<file path="config.mk">
export PLATFORM = sky130hd
export DESIGN_NAME = collision_engine
export DESIGN_NICKNAME = d
export VERILOG_FILES = /design/src/rtl/dino_collision_pkg.sv /design/src/rtl/aabb_overlap.sv /design/src/rtl/collision_engine.sv
export SDC_FILE = /design/constraint.sdc
export NUM_CORES = 1
export LEC_CHECK = 0
export ABC_AREA = 1
export BUFFER_PORTS_ARGS = -buffer_cell sky130_fd_sc_hd__buf_2
export CAP_MARGIN = 20
export CORE_MARGIN = 2
export CORE_UTILIZATION = 25
export DETAILED_ROUTE_END_ITERATION = 12
export SLEW_MARGIN = 25
export SYNTH_ARGS = -nofsm -noshare
export SYNTH_HDL_FRONTEND = slang
export SYNTH_SLANG_ARGS = --single-unit
</file>
<file path="constraint.sdc">
create_clock -name clk -period 6.7 [get_ports clk]
set_clock_uncertainty 0.1 [all_clocks]
set_input_delay 0.67 -clock clk [delete_from_list [all_inputs] [get_ports clk]]
set_output_delay 0.67 -clock clk [all_outputs]
set_load 0.05 [all_outputs]
</file>
<file path="src/rtl/dino_collision_pkg.sv">
// Shared types and helpers for the dino collision engine: FSM encoding,
// counter widths and the widened add used by the overlap comparator.
package dino_collision_pkg;

  typedef enum logic [1:0] {
    ST_IDLE    = 2'd0,
    ST_SCAN    = 2'd1,
    ST_RESOLVE = 2'd2,
    ST_DEAD    = 2'd3
  } state_e;

  localparam int LIVES_W = 4;
  localparam int IDX_W   = 4;

  function automatic logic [31:0] wide_add(input logic [31:0] a, input logic [31:0] b);
    return a + b;
  endfunction

endpackage

</file>
<file path="src/rtl/aabb_overlap.sv">
// Strict axis-aligned box overlap between the dino box and one object box.
// Sums are formed two bits wider than the coordinates so edges never wrap.
module aabb_overlap
  import dino_collision_pkg::*;
#(
  parameter int COORD_W = 10,
  parameter int SIZE_W  = 8,
  parameter int DINO_W  = 40,
  parameter int DINO_H  = 40,
  parameter int MARGIN  = 0
) (
  input  logic [COORD_W-1:0] dino_h,
  input  logic [COORD_W-1:0] dino_v,
  input  logic [COORD_W-1:0] obj_h,
  input  logic [COORD_W-1:0] obj_v,
  input  logic [SIZE_W-1:0]  obj_w,
  input  logic [SIZE_W-1:0]  obj_ht,
  output logic               overlap
);

  localparam int AW = COORD_W + 2;

  logic [AW-1:0] d_left_s, d_right_s, o_left_s, o_right_s;
  logic [AW-1:0] d_top_s, d_bot_s, o_top_s, o_bot_s;
  logic          nonzero_s;

  assign d_left_s  = AW'(wide_add(32'(dino_h), 32'(MARGIN)));
  assign o_right_s = AW'(wide_add(32'(obj_h), 32'(obj_w)));
  assign o_left_s  = AW'(wide_add(32'(obj_h), 32'(MARGIN)));
  assign d_right_s = AW'(wide_add(32'(dino_h), 32'(DINO_W)));
  assign d_top_s   = AW'(wide_add(32'(dino_v), 32'(MARGIN)));
  assign o_bot_s   = AW'(wide_add(32'(obj_v), 32'(obj_ht)));
  assign o_top_s   = AW'(wide_add(32'(obj_v), 32'(MARGIN)));
  assign d_bot_s   = AW'(wide_add(32'(dino_v), 32'(DINO_H)));

  // A degenerate box could still satisfy the edge tests when MARGIN is 0.
  assign nonzero_s = (obj_w != {SIZE_W{1'b0}}) && (obj_ht != {SIZE_W{1'b0}});

  assign overlap = nonzero_s
                && (d_left_s < o_right_s) && (o_left_s < d_right_s)
                && (d_top_s  < o_bot_s)   && (o_top_s  < d_bot_s);

endmodule

</file>
<file path="src/rtl/collision_engine.sv">
// Per-frame dino collision checker: snapshots all object boxes on frame_tick,
// scans them one per cycle and resolves hits into lives, grace and alive state.
module collision_engine
  import dino_collision_pkg::*;
#(
  parameter int NUM_OBJ      = 4,
  parameter int COORD_W      = 10,
  parameter int SIZE_W       = 8,
  parameter int DINO_W       = 40,
  parameter int DINO_H       = 40,
  parameter int MARGIN       = 0,
  parameter int LIVES        = 3,
  parameter int GRACE_FRAMES = 60
) (
  input  logic                       clk,
  input  logic                       clr,
  input  logic                       frame_tick,
  input  logic [COORD_W-1:0]         dino_h,
  input  logic [COORD_W-1:0]         dino_v,
  input  logic [NUM_OBJ*COORD_W-1:0] obj_h,
  input  logic [NUM_OBJ*COORD_W-1:0] obj_v,
  input  logic [NUM_OBJ*SIZE_W-1:0]  obj_w,
  input  logic [NUM_OBJ*SIZE_W-1:0]  obj_ht,
  input  logic [NUM_OBJ-1:0]         obj_valid,
  output logic                       is_alive,
  output logic [LIVES_W-1:0]         lives_left,
  output logic                       hit,
  output logic [IDX_W-1:0]           hit_idx,
  output logic                       invuln,
  output logic                       busy,
  output logic                       overrun
);

  localparam int GW = (GRACE_FRAMES < 2) ? 1 : $clog2(GRACE_FRAMES + 1);

  state_e                     state_q, state_d;
  logic [IDX_W-1:0]           idx_q, idx_d;
  logic                       any_hit_q, any_hit_d;
  logic [IDX_W-1:0]           first_idx_q, first_idx_d;
  logic [COORD_W-1:0]         snap_dh_q, snap_dh_d, snap_dv_q, snap_dv_d;
  logic [NUM_OBJ*COORD_W-1:0] snap_oh_q, snap_oh_d, snap_ov_q, snap_ov_d;
  logic [NUM_OBJ*SIZE_W-1:0]  snap_ow_q, snap_ow_d, snap_oht_q, snap_oht_d;
  logic [NUM_OBJ-1:0]         snap_valid_q, snap_valid_d;
  logic [GW-1:0]              grace_q, grace_d;
  logic [LIVES_W-1:0]         lives_q, lives_d;
  logic                       alive_q, alive_d;
  logic                       hit_q, hit_d;
  logic [IDX_W-1:0]           hit_idx_q, hit_idx_d;
  logic                       invuln_q, invuln_d;
  logic                       busy_q, busy_d;
  logic                       overrun_q, overrun_d;

  logic [COORD_W-1:0] sel_h_s, sel_v_s;
  logic [SIZE_W-1:0]  sel_w_s, sel_ht_s;
  logic               sel_valid_s;
  logic               overlap_s;
  logic               slot_hit_s;
  logic [GW-1:0]      grace_dec_s;

  // Select the snapshot slot currently addressed by the scan index.
  always_comb begin
    sel_h_s     = {COORD_W{1'b0}};
    sel_v_s     = {COORD_W{1'b0}};
    sel_w_s     = {SIZE_W{1'b0}};
    sel_ht_s    = {SIZE_W{1'b0}};
    sel_valid_s = 1'b0;
    for (int i = 0; i < NUM_OBJ; i++) begin
      sel_h_s     = (idx_q == IDX_W'(i)) ? snap_oh_q[i*COORD_W +: COORD_W] : sel_h_s;
      sel_v_s     = (idx_q == IDX_W'(i)) ? snap_ov_q[i*COORD_W +: COORD_W] : sel_v_s;
      sel_w_s     = (idx_q == IDX_W'(i)) ? snap_ow_q[i*SIZE_W +: SIZE_W]   : sel_w_s;
      sel_ht_s    = (idx_q == IDX_W'(i)) ? snap_oht_q[i*SIZE_W +: SIZE_W]  : sel_ht_s;
      sel_valid_s = (idx_q == IDX_W'(i)) ? snap_valid_q[i]                 : sel_valid_s;
    end
  end

  aabb_overlap #(
    .COORD_W (COORD_W),
    .SIZE_W  (SIZE_W),
    .DINO_W  (DINO_W),
    .DINO_H  (DINO_H),
    .MARGIN  (MARGIN)
  ) u_overlap (
    .dino_h  (snap_dh_q),
    .dino_v  (snap_dv_q),
    .obj_h   (sel_h_s),
    .obj_v   (sel_v_s),
    .obj_w   (sel_w_s),
    .obj_ht  (sel_ht_s),
    .overlap (overlap_s)
  );

  assign slot_hit_s  = overlap_s & sel_valid_s;
  assign grace_dec_s = grace_q - GW'(1);

  // Next-state and output computation for the scan/resolve FSM.
  always_comb begin
    state_d      = state_q;
    idx_d        = idx_q;
    any_hit_d    = any_hit_q;
    first_idx_d  = first_idx_q;
    snap_dh_d    = snap_dh_q;
    snap_dv_d    = snap_dv_q;
    snap_oh_d    = snap_oh_q;
    snap_ov_d    = snap_ov_q;
    snap_ow_d    = snap_ow_q;
    snap_oht_d   = snap_oht_q;
    snap_valid_d = snap_valid_q;
    grace_d      = grace_q;
    lives_d      = lives_q;
    alive_d      = alive_q;
    hit_d        = 1'b0;
    hit_idx_d    = hit_idx_q;
    invuln_d     = invuln_q;
    busy_d       = busy_q;
    overrun_d    = overrun_q;

    if (frame_tick && (state_q == ST_SCAN || state_q == ST_RESOLVE)) begin
      overrun_d = 1'b1;
    end else begin
      overrun_d = overrun_q;
    end

    case (state_q)
      ST_IDLE: begin
        if (frame_tick && alive_q) begin
          snap_dh_d    = dino_h;
          snap_dv_d    = dino_v;
          snap_oh_d    = obj_h;
          snap_ov_d    = obj_v;
          snap_ow_d    = obj_w;
          snap_oht_d   = obj_ht;
          snap_valid_d = obj_valid;
          idx_d        = {IDX_W{1'b0}};
          any_hit_d    = 1'b0;
          first_idx_d  = {IDX_W{1'b0}};
          busy_d       = 1'b1;
          state_d      = ST_SCAN;
        end else begin
          state_d = ST_IDLE;
        end
      end
      ST_SCAN: begin
        if (slot_hit_s && !any_hit_q) begin
          first_idx_d = idx_q;
        end else begin
          first_idx_d = first_idx_q;
        end
        any_hit_d = any_hit_q | slot_hit_s;
        if (idx_q == IDX_W'(NUM_OBJ - 1)) begin
          state_d = ST_RESOLVE;
        end else begin
          idx_d = idx_q + 4'd1;
        end
      end
      ST_RESOLVE: begin
        busy_d  = 1'b0;
        state_d = ST_IDLE;
        if (invuln_q) begin
          grace_d  = grace_dec_s;
          invuln_d = (grace_dec_s != {GW{1'b0}});
        end else begin
          grace_d = grace_q;
        end
        // Invulnerability is judged on its value at the start of this cycle.
        if (any_hit_q && !invuln_q) begin
          hit_d     = 1'b1;
          hit_idx_d = first_idx_q;
          lives_d   = lives_q - 4'd1;
          if (lives_q == 4'd1) begin
            alive_d = 1'b0;
            state_d = ST_DEAD;
          end else begin
            invuln_d = (GRACE_FRAMES != 0);
            grace_d  = GW'(GRACE_FRAMES);
          end
        end else begin
          hit_idx_d = hit_idx_q;
        end
      end
      ST_DEAD: begin
        state_d = ST_DEAD;
      end
      default: begin
        state_d = ST_IDLE;
      end
    endcase
  end

  // State register with asynchronous clear back to the power-on values.
  always_ff @(posedge clk or posedge clr) begin
    if (clr) begin
      state_q      <= ST_IDLE;
      idx_q        <= {IDX_W{1'b0}};
      any_hit_q    <= 1'b0;
      first_idx_q  <= {IDX_W{1'b0}};
      snap_dh_q    <= {COORD_W{1'b0}};
      snap_dv_q    <= {COORD_W{1'b0}};
      snap_oh_q    <= {(NUM_OBJ*COORD_W){1'b0}};
      snap_ov_q    <= {(NUM_OBJ*COORD_W){1'b0}};
      snap_ow_q    <= {(NUM_OBJ*SIZE_W){1'b0}};
      snap_oht_q   <= {(NUM_OBJ*SIZE_W){1'b0}};
      snap_valid_q <= {NUM_OBJ{1'b0}};
      grace_q      <= {GW{1'b0}};
      lives_q      <= LIVES_W'(LIVES);
      alive_q      <= 1'b1;
      hit_q        <= 1'b0;
      hit_idx_q    <= {IDX_W{1'b0}};
      invuln_q     <= 1'b0;
      busy_q       <= 1'b0;
      overrun_q    <= 1'b0;
    end else begin
      state_q      <= state_d;
      idx_q        <= idx_d;
      any_hit_q    <= any_hit_d;
      first_idx_q  <= first_idx_d;
      snap_dh_q    <= snap_dh_d;
      snap_dv_q    <= snap_dv_d;
      snap_oh_q    <= snap_oh_d;
      snap_ov_q    <= snap_ov_d;
      snap_ow_q    <= snap_ow_d;
      snap_oht_q   <= snap_oht_d;
      snap_valid_q <= snap_valid_d;
      grace_q      <= grace_d;
      lives_q      <= lives_d;
      alive_q      <= alive_d;
      hit_q        <= hit_d;
      hit_idx_q    <= hit_idx_d;
      invuln_q     <= invuln_d;
      busy_q       <= busy_d;
      overrun_q    <= overrun_d;
    end
  end

  assign is_alive   = alive_q;
  assign lives_left = lives_q;
  assign hit        = hit_q;
  assign hit_idx    = hit_idx_q;
  assign invuln     = invuln_q;
  assign busy       = busy_q;
  assign overrun    = overrun_q;

endmodule
</file>
# Word level (Yosys, flattened, before mapping)
# Index checks and enable logic that the tools add are counted.
[totals]
reg_bits = 198
in_bits = 171
output_inout_bits = 13
wordCells = 111
[op_classes]
n_addsub = 7
n_lt_le_gt_ge = 4
eq_ne = 11
n_mux = 42
bitwise_logic = 2
n_reduce_logical = 26
[op_table]
columns = ["op", "count"]
rows = [
  ["10-bit two-way mux", 8],
  ["8-bit two-way mux", 8],
  ["10-bit by 12-bit less-than comparator with 1-bit output", 4],
  ["10-bit by 6-bit adder with 11-bit output, second input constant", 2],
  ["10-bit by 8-bit adder with 11-bit output", 2],
  ["6-bit two-way mux", 3],
  ["4-bit case mux with 2 select lines", 2],
  ["8-bit nonzero test", 2],
  ["1-bit two-way mux", 12],
  ["4-bit two-way mux", 3],
  ["1-bit logical AND", 9],
  ["3-bit AND reduction", 3],
  ["4-bit by 1-bit equality test with 1-bit output, second input constant", 2],
  ["4-bit by 2-bit equality test with 1-bit output, second input constant", 2],
  ["2-bit case mux with 4 select lines", 1],
  ["2-bit AND reduction", 4],
  ["2-bit two-way mux", 3],
  ["2-bit inequality test, second input constant", 3],
  ["6-bit nonzero test", 1],
  ["6-bit by 1-bit subtractor with 6-bit output, second input constant", 1],
  ["4-bit by 1-bit adder with 4-bit output, second input constant", 1],
  ["2-bit equality test, second input constant", 2],
  ["4-bit logical NOT", 1],
  ["1-bit case mux with 2 select lines", 2],
  ["9 further kinds", 11],
]

# Longest topological paths before layout
# Gate-level depths: netlist (run 1).
[logic_depth]
depth_word = 15
mapped_depth = 36
mapped_depth_nobuf = 35

# Modules after synthesis
# Synthesis (run 1) repeated with hierarchy kept, for this count alone.
[unflattened]
cells_unflattened = 1403
hier_area_um2 = 10829.1
[by_module_without_submodules]
columns = ["module", "instances", "cells_each", "area_each_um2", "seq_area_each_um2"]
rows = [
  ["collision_engine", 1, 1113, 8934.8, 4958.5],
  ["aabb_overlap", 1, 290, 1894.3, 0.0],
]

# Worst setup path before layout (run 1)
# Ideal clock, no wire load.
[synth_timing]
path_kind = "flip-flop to flip-flop"
from = "register idx_q[0]"
to = "register first_idx_q[0]"
setup_ps = 118
arrival_time_ps = 4084
required_time_ps = 6482
slack_ps = 2398
path_stages_with_launch = 30
path_buffers = 4
synth_period_minus_slack_ps = 4302
path_cell_list = "dfrtp_1 > ha_1 > nand2_1 > buf_2 > buf_2 > clkbuf_1 > clkbuf_1 > o22ai_1 > ha_1 > a21oi_1 > nand2_1 > nand2_1 > nand2_1 > a21oi_1 > o21ai_0 > a21o_1 > xnor2_1 > ha_1 > nand2_1 > nor2_1 > nor3b_1 > nand2_1 > nand2_1 > nand2_1 > nand2_1 > nand3_1 > nor2_2 > nand4_1 > nand3_1 > nand2_1"
[synth_via]
elab_chain_len = 15
elab_cells_between_ends = 43
cone_classes = "add/sub: 2; order compare: 4; eq/ne: 4; mux: 22; bitwise: 1; reduce/logical: 10"
[synth_rtl]
columns = ["element", "line", "source"]
rows = [
  ["start, declared", "collision_engine.sv:37", "logic [IDX_W-1:0] idx_q, idx_d;"],
  ["start signal, assigned", "collision_engine.sv:193", "idx_q <= {IDX_W{1'b0}};"],
  ["start signal, assigned", "collision_engine.sv:213", "idx_q <= idx_d;"],
  ["4-bit logical NOT", "--", ""],
  ["10-bit two-way mux, or another cell as far along (4 in a row)", "collision_engine.sv:68", "sel_h_s = (idx_q == IDX_W'(i)) ? snap_oh_q[i*COORD_W +: COORD_W] : sel_h_s;"],
  ["10-bit by 8-bit adder with 11-bit output / 8-bit nonzero test (equally long branches)", "dino_collision_pkg.sv:16, aabb_overlap.sv:37", ""],
  ["10-bit by 12-bit less-than comparator with 1-bit output / 1-bit logical AND (equally long branches)", "aabb_overlap.sv:40, aabb_overlap.sv:37", ""],
  ["1-bit logical AND (2 in a row)", "aabb_overlap.sv:40", "&& (d_left_s < o_right_s) && (o_left_s < d_right_s)"],
  ["1-bit logical AND (2 in a row)", "aabb_overlap.sv:41", "&& (d_top_s < o_bot_s) && (o_top_s < d_bot_s);"],
  ["1-bit bitwise AND", "collision_engine.sv:92", "assign slot_hit_s = overlap_s & sel_valid_s;"],
  ["1-bit logical AND", "collision_engine.sv:143", "if (slot_hit_s && !any_hit_q) begin"],
  ["2-bit by 1-bit inequality test with 1-bit output (no line)", "--", ""],
  ["3-bit AND reduction (no line)", "--", ""],
  ["end signal, assigned", "collision_engine.sv:195", "first_idx_q <= {IDX_W{1'b0}};"],
  ["end signal, assigned", "collision_engine.sv:215", "first_idx_q <= first_idx_d;"],
  ["end, declared", "collision_engine.sv:39", "logic [IDX_W-1:0] first_idx_q, first_idx_d;"],
]
# Several ways; a longest one is shown, not always the timed one. The select of a mux whose other input is x is not followed.
# A chain may end at the register's enable or synchronous reset.

# Worst setup path in the final report (run 1)
[layout_timing]
from = "register idx_q[1]"
to = "register first_idx_q[1]"
# Same word-level chain as after synthesis.

==> results of run 1 <==
==> kinds of logic after synthesis <==
| family | Yosys count | synth area share |
|---|---|---|
| xor+xnor | 33 | 0.0264 |
| flops | 198 | 0.453 |
| buf+inv | 225 | 0.0808 |
| simple gates | 726 | 0.263 |
| compound gates | 191 | 0.0970 |
| fa+ha+maj | 69 | 0.0802 |
==> stage by stage <==
step / utilization / instance area, um^2 / worst slack, ns / hold WS (ns)
after floorplan: - / 11000 / 0.538 / 0.343
after global placement: 0.288 / 12400 / 1.57 / 0.339
after detailed placement: 0.288 / 12400 / 1.45 / 0.352
after CTS: 0.300 / 13000 / 1.41 / 0.274
after global routing: 0.301 / 13000 / 0.734 / 0.149
final: 0.301 / 13000 / 1.39 / 0.115
==> worst max-delay path, delay by kind of cell, from the launching register on <==
| family | cells | cell delay, ns |
|---|---|---|
| AO/OA/AOI/OAI | 3 | 0.68 |
| flip-flops | 1 | 0.45 |
| buffers and inverters | 5 | 0.89 |
| adder cells (fa/ha/maj) | 4 | 1.13 |
| AND/OR/NAND/NOR | 18 | 1.77 |
| XOR/XNOR | 1 | 0.14 |
==> cell type report <==
| class | instances | share of cell area |
|---|---|---|
| clock buffers | 18 | 0.0330 |
| diodes | 1 | 0.000193 |
| well taps | 585 | 0.0564 |
| clock inverters | 12 | 0.00867 |
| inverters | 162 | 0.0478 |
| multi-input cells | 1019 | 0.395 |
| flip-flops and latches | 198 | 0.382 |
| repair buffers | 192 | 0.0776 |
==> how the worst min path moves through the flow <==
| stage | from | endpoint | slack (ns) | cells after the start |
|---|---|---|---|---|
| after floorplan | first_idx_q[0]$_DFFE_PP0P_ | hit_idx[0]$_DFFE_PP0P_ | 0.34 | 2 |
| after global placement | overrun$_DFFE_PP0P_ | overrun$_DFFE_PP0P_ | 0.34 | 1 |
| after detailed placement | overrun$_DFFE_PP0P_ | overrun$_DFFE_PP0P_ | 0.35 | 1 |
| after CTS | dino_h[9] | snap_dh_q[9]$_DFFE_PP0P_ | 0.27 | 3 |
| after global routing | clr | overrun$_DFFE_PP0P_ | 0.15 | 2 |
| final | clr | lives_left[2]$_DFFE_PP0P_ | 0.12 | 2 |
==> layer usage <==
metal	wire length [um]	GRT usage	share of wire	vias up
li1	-	-	-	4847
met1	16400	0.213	0.48	4601
met2	15000	0.232	0.44	266
met5	13	0	0.00038	-
met4	1080	0.0594	0.032	2
met3	1550	0.0290	0.045	50
==> cell usage in the layout (no fill, tap or decap), types with 4 or more instances in the layout <==
cell type / instances
inv_8: 5
clkbuf_16: 17
xor2_1: 22
o22ai_1: 13
nand4_1: 22
a221oi_1: 13
clkinv_4: 4
ha_1: 67
inv_1: 158
dfrtp_1: 195
nor2_1: 34
nand2_1: 611
nand2_2: 4
nor3_1: 4
o21ai_0: 115
a21oi_1: 32
xnor2_1: 11
buf_2: 183
nand3_1: 42
buf_4: 7
==> state kept, by name, indices dropped and copies added (netlist names), 2 cells and up <==
name	count
hit_idx	4
snap_ow_q	32
snap_oht_q	32
first_idx_q	4
lives_left	4
snap_oh_q	40
snap_dh_q	10
snap_ov_q	40
idx_q	4
snap_valid_q	4
snap_dv_q	10
grace_q	6
state_q	2
==> cells in the mapped netlist, drive strengths merged <==
cell type	count
a221oi	13
clkinv	1
nand3	43
nand2	615
a2bb2oi	1
o21a	2
fa	2
dfrtp	195
xor2	22
buf	18
o21ai	117
ha	67
nor2	39
nor3b	1
a211oi	3
nand3b	2
nand4	22
nor3	4
dfstp	3
o211ai	3
a21oi	32
o21bai	1
inv	161
o41ai	1
clkbuf	45
a31oi	1
xnor2	11
o22ai	13
a22oi	2
a21o	2
==> power by group through the flow <==
| stage | sequential, mW | combinational [mW] | clock (mW) |
|---|---|---|---|
| after detailed placement | 1.22 | 0.0817 | 0 |
| after CTS | 1.19 | 0.0823 | 1.02 |
| after global routing | 1.19 | 0.0913 | 1.07 |
| after floorplan | 1.22 | 0.0173 | 0 |
| final | 1.19 | 0.0812 | 1.00 |
| after global placement | 1.22 | 0.0807 | 0 |
==> summary.md, run 1 <==
| Metric | Value |
|---|---|
| Fin crit share | 0.792 |
| Fillcell total | 4702 |
| Area of the multi-input gates | around 5100 um^2 |
| Starting Density | 0.254 |
| Height of the die | roughly 210 um |
| Syn_nets | approximately 1700 |
| Vias in the first global route | 9605 |
| Cells after DPL | ~2200 |
| Die area | 45500 um^2 |
| Fin Setup TNS | 0 ns |
| Sw frac | 0.246 |
| Sequential share of the synthesized area | 0.453 |
| Arr. time, crit path | 5.56 ns |
| FF+latch area | slightly below 5000 um^2 |
| Power per cell area | ~180 nW/um^2 |
| Hpwl dp | between 20 and 30 mm |
| Ports | 184 |
| Drt pass-1 iters | 5 |
| Max_slew headroom | 0.416 |
| Yosys Warn Count | 0 |
| Static Leakage | 6.98 nW |
| Area leader, netlist | dfrtp_1 |
| Flop pwr share | 0.525 |
| H-tree levels | 4 |
| Row cnt | 76 |
| Avg Cell Area, Syn | 7.59 um^2 |
| CTS root buf | clkbuf_16 |
| Area delta synth->final | 18.6% |
| Hold Fails Final Rpt | 0 |
| Vias | 9766 |
| Reg2Reg Depth | 31 |
| Most used cell, CP | nand2_1 |
| Syn Inst Count | 1442 |
| Path category of the worst min-delay check | in2async |
| First-pass GRT wire length | about 53 mm |
| Drt wl/cell | 15.6 um |
| Final wirelength | 34.1 mm |
| Clock edge transition at the registers on the reported setup and hold paths | around 0.070 ns |
| Clk sink count | between 150 and 200 |
| Vias/cell | 4.47 |
| CTS tree | built |
| Crit path max fanout | 21 |
| Cell Count, Final, Fillers Out | 2187 |
| Placer Congestion | 0.872 |
| Post-cts resize count | 0 |
| Seq cells post-synth | 198 |
| Proportion of layout cells with a drive suffix above 1 | 0.149 |
| Clk Latency, worst-skew pair | approximately 0.46 ns |
| Top-area cell type share of the netlist area | 0.446 |
| Area contributors post-synth | dfrtp_1 (45%), nand2_1 (21%), ha_1 (7.7%), inv_1 (5.5%), o21ai_0 (5.3%) |
| Critical path endpoint category | flop |
| Total GRT Usage | 0.153 |
| Peak VDD IR | between 0.0001 and 0.00015 V |
| Fmax | 188 MHz |
| Post-CTS Setup Bufs | 0 |
| Grt total ovfl | 0 |
| Number of CTS-inserted buffers | 17 |
| Final #Nets | roughly 1800 |
| Combinational power share | 0.036 |
| Final Max Tran Viols | 0 |
| Status | complete, no violations |
| Fin crit period | 5.31 ns |
| Final Setup Violations | 0 |
| Largest net degree at the start of global routing | 134 |
| Critical Path RT | 6.95 ns |
| RSZ-0062 raised after global routing | no |
| Total Power | 2.28 mW |
| Mapped Area | 11000 um^2 |
| Residual DRC | 0 |
| Port bufs | 183 |
| Maxcap violations | 0 |
| Slack of the worst reg-to-reg path | approximately 1.4 ns |
| Antenna violations before repair | 2 |
| Clock power share | 0.439 |
| Critical path capture point | first_idx_q[1]$_DFFE_PP0P_ |
| Core area | 43200 um^2 |
| Iteration-0 DRC Markers | ~670 |
| Int Pwr | 1.72 mW |
| Synth unique cells | 38 |
| Slew @ Worst Pin | a little under 0.9 ns |
| Slowest cell on crit path | dfrtp_1 |
| Worst flop-to-flop path endpoint | first_idx_q[1]$_DFFE_PP0P_ |
| R2r startpoint | idx_q[1]$_DFFE_PP0P_ |
| CP peak stage delay | 0.45 ns |
| CTS Buffer Depth | 2 |
| CTS Hold Buffers Added | 0 |
| Critical setup path kind | reg2reg |
| NetSw | 0.559 mW |
| CP Launch Type | flop |
| Antenna-violating nets left | 0 |
| Die W | 213 um |
| CP Launch Point | idx_q[1]$_DFFE_PP0P_ |
(Power assumes the default switching activity.)
==> inputs of run 2 (changes only) <==
==> constraint.sdc (replaced) <==
create_clock -name clk -period 4.3 [get_ports clk]
set_clock_uncertainty 0.1 [all_clocks]
set_input_delay 0.43 -clock clk [delete_from_list [all_inputs] [get_ports clk]]
set_output_delay 0.43 -clock clk [all_outputs]
set_load 0.05 [all_outputs]
==> run 2 against run 1 <==
Cell count grew 4.5%. Routed wire length up 4.6%. Core utilization up 3.2 points. Sequential cell count unchanged. Sequential share of layout area decreased by 3.6 points. Worst setup slack worse by 1.3 ns. Clock-buffer cell count unchanged. Worst hold slack worse by 0.056 ns. Largest cell class unchanged. Die area unchanged.
==> summary.md, run 2 (synthesized netlist as in run 1, its figures left out) <==
| Metric | Value |
|---|---|
| Die area | 45500 um^2 |
| Biggest regs | snap_oh_q (40), snap_ov_q (40) |
| Iteration-0 DRC Markers | 792 |
| Maxcap violations | 0 |
| CTS Buffer Depth | 2 |
| Crit path max fanout | 16 |
| Die W | between 200 and 250 um |
| Cells after DPL | 2210 |
| First-pass GRT wire length | roughly 55 mm |
| Commonest non-fill, non-tap cell in the layout | nand2_1 |
| Drt pass-1 iters | 5 |
| CP Launch Type | flop |
| Placed cell area | 12900 um^2 |
| Proportion of layout cells with a drive suffix above 1 | 0.233 |
| Core area | 43200 um^2 |
| Residual DRC | 0 |
| Status | complete, no violations |
| Fin Setup TNS | 0 ns |
| Commonest non-fill, non-tap cells in the layout | nand2_1 (598), dfrtp_1 (194), buf_2 (183), inv_1 (152), o21ai_0 (108) |
| Antenna diodes | 0 |
| Grt total ovfl | 0 |
| Fmax | 235 MHz |
| Port bufs | 183 |
| Slowest cell on crit path | dfrtp_1 |
| RSZ-0062 raised after global routing | yes |
| CTS root buf | clkbuf_16 |
| Area delta synth->final | 31.1% |
| Hold Fails Final Rpt | 0 |
| Peak VDD IR | 0.000170 V |
| Vias | between 10000 and 15000 |
| CP peak stage delay | 0.41 ns |
| Hpwl dp | 27.4 mm |
| Antenna-violating nets left | 0 |
| Slew @ Worst Pin | 0.909 ns |
| Family with the most delay on the worst path | buffers and inverters |
| Arr. time, crit path | 4.49 ns |
| Path category of the worst min-delay check | in2reg |
| Height of the die | 213 um |
| Power per cell area | 253 nW/um^2 |
| Largest net degree at the start of global routing | roughly 120 |
| Drt wl/cell | approximately 16 um |
| Vias in the first global route | 9898 |
| Post-Layout Inst Area | between 10000 and 15000 um^2 |
| Most used cell, CP | buf_4 |
| Number of CTS-inserted buffers | 17 |
| Starting Density | 0.254 |
| Critical path endpoint category | flop |
| Final wirelength | between 30 and 40 mm |
| Critical setup path kind | reg2reg |
| Row cnt | 76 |
| CTS tree | built |
| Cell Count, Final, Fillers Out | 2286 |
| Clock edge transition at the registers on the reported setup and hold paths | 0.08 ns |
| Static Leakage | 7.61 nW |
| Vias/cell | ~4.4 |
| Fin crit period | 4.25 ns |
| Clk sink count | approximately 200 |
| Antenna violations before repair | 0 |
| Placer Congestion | 0.855 |
| Final Setup Violations | 0 |
| Clk Latency, worst-skew pair | 0.46 ns |
| Final #Nets | between 1500 and 2000 |
| Fin crit share | 0.988 |
| Ports | 184 |
| Total GRT Usage | 0.157 |
| Final Max Tran Viols | 0 |
| H-tree levels | 4 |
| Max_slew headroom | 0.394 |
| CP Buf/Inv Count | 18 |
| Fillcell total | ~4600 |
| Critical Path RT | roughly 4.6 ns |
run 2: tightest hold or removal path: stages:
cell and delay (ns):
buf_2 0.07, nand2_1 0.04, nand2_1 0.04
run 2: metal layers:
metal  track usage  share of wire  up-vias
li1              -              -     5042
met1         0.220           0.48     4746
met2         0.249           0.45      254
met3        0.0246          0.045       47
met4        0.0481          0.028        0
met5             0              0        -
run 2: power by group:
group          total, mW  internal [mW]  switching (mW)
clock               1.65          0.844           0.807
combinational      0.125         0.0569          0.0682
sequential          1.86           1.86       0.0000481
run 2: area by class of cell:
class,count,area [um^2],area share
timing repair buffer,291,1960,0.137
tap,585,732,0.0510
multi-input combinational,1019,5470,0.381
inverter,162,632,0.0440
sequential,198,4960,0.345
clock inverter,13,160,0.0112
clock buffer,18,439,0.0306
run 2: worst paths after layout:
check / from / to / slack [ns] / depth (start not counted)
setup / recovery: idx_q[1]$_DFFE_PP0P_ / first_idx_q[2]$_DFFE_PP0P_ / 0.05 / 30
min in group asynchronous: clr / hit_idx[2]$_DFFE_PP0P_ / 0.47 / 3
setup reg to reg: idx_q[1]$_DFFE_PP0P_ / first_idx_q[2]$_DFFE_PP0P_ / 0.05 / 30
max in group asynchronous: clr / snap_oh_q[15]$_DFFE_PP0P_ / 2.49 / 4
hold reg to reg: overrun$_DFFE_PP0P_ / overrun$_DFFE_PP0P_ / 0.36 / 1
hold / removal: obj_v[16] / snap_ov_q[16]$_DFFE_PP0P_ / 0.06 / 3
run 2: metrics by stage:
step / hold WS, ns / setup WS [ns] / util / power (mW)
after CTS: 0.0376 / 0.00766 / 0.317 / 3.69
after global placement: 0.336 / -0.0195 / 0.299 / 2.02
after global routing: 0.0530 / -0.217 / 0.333 / 3.76
final: 0.0591 / 0.0525 / 0.333 / 3.64
after detailed placement: 0.351 / -0.110 / 0.299 / 2.03
after floorplan: 0.343 / 0.0246 / - / 1.93
run 2: timing repair:
item,in CTS,in global routing
endpoints found under the setup margin,5,5
endpoints found under the hold margin,15,0
gates cloned,0,4
hold buffers,1,0
pin swaps,4,42
gates resized for setup,17,87
buffers inserted,16,26
